<file path="src/rtl/mips_bus_arb.sv">
// mips_bus_arb: shares one memory port between the instruction-fetch
// requester and the data requester. Only one memory transaction is
// outstanding at a time. A completed transfer returns a one-cycle ack to
// its owner, along with the registered read word.
//
// Optional feature: define MIPS_BUS_ARB_FAIR_EN to arbitrate ties
// round-robin using a last-grant flag. When it is undefined, data always
// wins a tie.
module mips_bus_arb (
  input  logic        clock,
  input  logic        reset,
  input  logic        ireq,
  input  logic [31:0] ia,
  output logic        iack,
  output logic [31:0] idata,
  input  logic        dreq,
  input  logic [31:0] da,
  input  logic [3:0]  dwe,
  input  logic [31:0] dwd,
  output logic        dack,
  output logic [31:0] drd,
  output logic [31:0] ma,
  output logic [3:0]  mwe,
  output logic [31:0] mdo,
  output logic        mreq,
  input  logic        mrdy,
  input  logic [31:0] mdi,
  output logic        stall
);

  typedef enum logic [1:0] {
    IDLE = 2'd0,
    IBUS = 2'd1,
    DBUS = 2'd2
  } state_t;

  state_t state;
  logic   i_elig;
  logic   d_elig;
  logic   grant_i;
  logic   grant_d;

`ifdef MIPS_BUS_ARB_FAIR_EN
  // 1 = data was granted most recently, 0 = fetch was.
  logic   last_d;
`endif

  // A requester that is seeing its ack this cycle still has its old request
  // held, so it must not be granted a second time.
  // Priority is resolved on the raw requests. The grant is then taken only
  // if the winner is eligible. As a result, a held data request that is in
  // its ack cycle delays the next grant by one cycle and does not hand the
  // bus to fetch.
  always_comb begin
    i_elig  = ireq & ~iack;
    d_elig  = dreq & ~dack;
    grant_i = 1'b0;
    grant_d = 1'b0;
`ifdef MIPS_BUS_ARB_FAIR_EN
    if (ireq && dreq) begin
      grant_i = last_d & i_elig;
      grant_d = ~last_d & d_elig;
    end else begin
      grant_i = i_elig;
      grant_d = d_elig;
    end
`else
    grant_d = d_elig;
    grant_i = i_elig & ~dreq;
`endif
  end

  // Arbitration FSM. It latches the memory command on a grant, and
  // registers the read word and the ack on completion.
  always_ff @(posedge clock or negedge reset) begin
    if (!reset) begin
      state <= IDLE;
      ma    <= 32'h0;
      mwe   <= 4'h0;
      mdo   <= 32'h0;
      idata <= 32'h0;
      drd   <= 32'h0;
      iack  <= 1'b0;
      dack  <= 1'b0;
`ifdef MIPS_BUS_ARB_FAIR_EN
      last_d <= 1'b1;
`endif
    end else begin
      iack <= 1'b0;
      dack <= 1'b0;
      case (state)
        IDLE: begin
          if (grant_d) begin
            state <= DBUS;
            ma    <= da;
            mwe   <= dwe;
            mdo   <= dwd;
`ifdef MIPS_BUS_ARB_FAIR_EN
            last_d <= 1'b1;
`endif
          end else if (grant_i) begin
            state <= IBUS;
            ma    <= ia;
            mwe   <= 4'h0;
            mdo   <= 32'h0;
`ifdef MIPS_BUS_ARB_FAIR_EN
            last_d <= 1'b0;
`endif
          end
        end
        IBUS: begin
          if (mrdy) begin
            state <= IDLE;
            idata <= mdi;
            iack  <= 1'b1;
          end
        end
        DBUS: begin
          // Writes also capture mdi and ack, so the handshake is uniform.
          if (mrdy) begin
            state <= IDLE;
            drd   <= mdi;
            dack  <= 1'b1;
          end
        end
        default: state <= IDLE;
      endcase
    end
  end

  // The memory request is decoded directly from the state register.
  assign mreq  = (state != IDLE);
  assign stall = (ireq & ~iack) | (dreq & ~dack);

endmodule

</file>
<file path="config.mk">
export PLATFORM = sky130hd
export DESIGN_NAME = mips_bus_arb
export DESIGN_NICKNAME = d
export VERILOG_FILES = /design/src/rtl/mips_bus_arb.sv
export SDC_FILE = /design/constraint.sdc
export NUM_CORES = 1
export LEC_CHECK = 0
export CORE_MARGIN = 3
export CORE_UTILIZATION = 45
export CTS_CLUSTER_DIAMETER = 120
export DETAILED_ROUTE_END_ITERATION = 16
export DONT_BUFFER_PORTS = 1
export PLACE_DENSITY = 0.65
export SYNTH_ARGS = -nofsm -noshare
export SYNTH_HDL_FRONTEND = slang
export SYNTH_SLANG_ARGS = --single-unit
export TNS_END_PERCENT = 100
</file>
<file path="constraint.sdc">
create_clock -name clock -period 2 [get_ports clock]
set_input_delay 0.5 -clock clock [delete_from_list [all_inputs] [get_ports clock]]
set_output_delay 0.5 -clock clock [all_outputs]
set_load 0.01 [all_outputs]
</file>
==> flow_metrics.tcl, run 1 <==
set metrics [dict create \
    status "finished, violations left" \
    violations "hold timing" \
    slowest_stage "dfrtp_1" \
    port-buffer-count 0 \
    place_area_mm2 0.00559 \
    p_leak_nw 2.79 \
    path_buf_inv 0 \
    post-place-cells 471 \
    synthCells 343 \
    final_common_cell "dfrtp_1" \
    vias 2889 \
    path_cells "nand2b_1 -> o21ai_0" \
    dr.pass1.iters 4 \
    synth_warnings 0 \
    highest_layer "met4" \
    async_flop_share_pct 100 \
    fin_crit_ns 1.85 \
    n_fill_cell 966 \
    grt_pass1_vias 3226 \
    syn_nets 483 \
    grt_usage_pct 17.3 \
    hp-class "input port to asynchronous set/reset pin" \
    cts_setup_buffers 0 \
    core_mm2 0.0116 \
    dieArea_mm2 0.0134 \
    grt_first_pass_wirelength_um 17400 \
    areaGrowthSynthToFinish_pct 14.8 \
    required_ns 1.50 \
    route.met2.wl_um 6130 \
    vias_per_cell 5.74 \
    hold_viol 136 \
    setup_tns_ns 0 \
    ant_nets 0 \
    clock_power_share_pct 29.0 \
    post-route-cell-area_mm2 0.00625 \
    nNetsFinal 487 \
    route.detailed.drc 0 \
    cp_max_fo 3 \
    synth-main-ff-cell "dfrtp_1" \
    switching_power_mw 3.80 \
    clkSinkCount 136 \
    cp-start-kind "register" \
    layout_common_cells "dfrtp_1 (136), mux2_2 (99), a22o_1 (36), mux2_1 (29), clkbuf_16 (17)" \
    comb_power_share_pct 21.8 \
    ys_ff_latch 136 \
    p_sw_share_pct 32.4 \
    fin_skew_ns 0.00783 \
    routedWlPerCell_um 23.7 \
    worst_setup_path_end_kind "primary output" \
    htreeDepth 4 \
    n_antenna_cell 0 \
    grt_max_degree 137 \
    rsz0062_at_grt "no" \
    row_count 39 \
    drt-initial-drc-count 161 \
    grt-ovfl-total 0 \
    place.gp.congestion 0.685 \
    synth_cell_types 20 \
    dp_hpwl_um 8530 \
    antenna_found_initial 0 \
    seqPwrFrac_pct 49.2 \
    root_buffer "clkbuf_16" \
    synth_edf_count 0 \
    ios 273 \
    post_cts_resized 0 \
    synth_area_mm2 0.00544 \
    start_util_pct 46.8 \
    clk_transition_reported_paths_ns 0.06 \
    arrival_ns 1.35 \
    drive_gt1_share_pct 38.6 \
    stdcell_count 503 \
    vdd_drop_max_mv 0.920 \
    p_int_mw 7.92 \
    hold_slack_ns -0.213 \
    die_w_um 116 \
    crit_family "flip-flops" \
    met1_length_um 3830 \
    crit_type "register to primary output" \
    cap_violations 0 \
    period_share_pct 92.5 \
    synth_area_per_cell_um2 15.9 \
    cts.path.max_buffers 2 \
    slowest_delay_ns 0.46 \
    die_y_um 116 \
    cts_tree "done" \
    clk_latency_ns 0.41 \
    numCtsBuffers 17 \
    worst_pin_slew_ns 0.519 \
    fmax_ghz 0.541 \
    totalWireLength_um 11900 \
    setup_viol 0 \
    power_density_mw_per_mm2 1880 \
    relSlewSlack_pct 65.1 \
    finalMaxSlewViolations 0 \
    dr_wl_met3_um 1850 \
    synth-seq-area-share_pct 62.6 \
]
cell usage after synthesis (2+ instances only):
cell,n,area (um2)
a22o_1,36,315
nand2_1,3,11.3
ha_1,3,37.5
buf_4,5,37.5
clkbuf_1,4,15.0
a21oi_1,2,10.0
nand2b_1,2,12.5
mux2_1,29,327
buf_2,7,35.0
dfrtp_1,136,3400
mux2_2,99,1110
buf_6,4,45.0
inv_1,6,22.5
per-layer routing:
layer	GRT usage, %	vias to the layer above
met4	5.65	0
met3	11.9	8
li1	-	1247
met1	16.6	1448
met5	0	-
met2	29.7	186
final timing paths:
kind,depth (start not counted),start,slack (ns),end
setup / recovery,2,dack,0.15,stall
hold / removal,0,reset,-0.21,idata[9]
setup reg to reg,6,state[1],0.31,mdo[7]
hold reg to reg,1,mdo[19],0.57,mdo[19]
max in group asynchronous,0,reset,2.03,ma[13]
min in group clock,1,dwd[16],0.23,mdo[16]
flip-flops by register name, indices dropped and copies added (netlist names):
signal  flops
drd        32
mwe         4
ma         32
idata      32
iack        1
dack        1
state       2
mdo        32
stage by stage:
stage               power (mW)  hold WS [ns]  setup slack, ns  utilization, %
floorplan                 7.65         0.204            0.382               -
global placement          8.29         0.208            0.323            48.1
detailed placement        8.43         0.208            0.307            48.1
CTS                       11.9        -0.232           0.0889            53.8
global route              12.4        -0.245           0.0901            53.8
finish                    11.7        -0.213            0.150            53.8
worst register-to-register path: cells and delay by family (launching register included):
| kind | cells | cell delay (ns) |
|---|---|---|
| simple gates | 1 | 0.13 |
| flops | 1 | 0.38 |
| buf+inv | 3 | 0.62 |
| compound gates | 1 | 0.23 |
| fa+ha+maj | 1 | 0.26 |
cell type report:
cell class / instances / area, um2 / area share [%]
Inverter: 6 / 22.5 / 0.361
Timing Repair Buffer: 5 / 87.6 / 1.40
Clock inverter: 9 / 160 / 2.56
Sequential cell: 136 / 3400 / 54.5
Clock buffer: 23 / 498 / 7.97
Multi-Input combinational cell: 181 / 1900 / 30.4
Tap cell: 143 / 179 / 2.86
cells by family (layout without fill, tap and decap cells):
group,after synthesis,count (layout),synth area share [%]
compound gates,42,42,6.51
fa+ha+maj,3,3,0.690
buf+inv,26,43,2.85
flops,136,136,62.6
mux,128,128,26.5
simple gates,8,8,0.897
power by group through the flow:
stage	Clock (mW)	Combinational, mW	Sequential (mW)
after floorplan	0	2.24	5.41
after global placement	0	2.47	5.82
after detailed placement	0	2.59	5.84
after CTS	3.48	2.61	5.82
after global routing	3.60	2.82	5.96
final	3.39	2.55	5.77
Power figures use the tool's default switching activity.
==> inputs of run 2 (changes only) <==
CTS_CLUSTER_SIZE = 16   (was not set)
==> results of run 2 <==
Same layout as run 1: the final DEF is identical, and so are final timing and power.
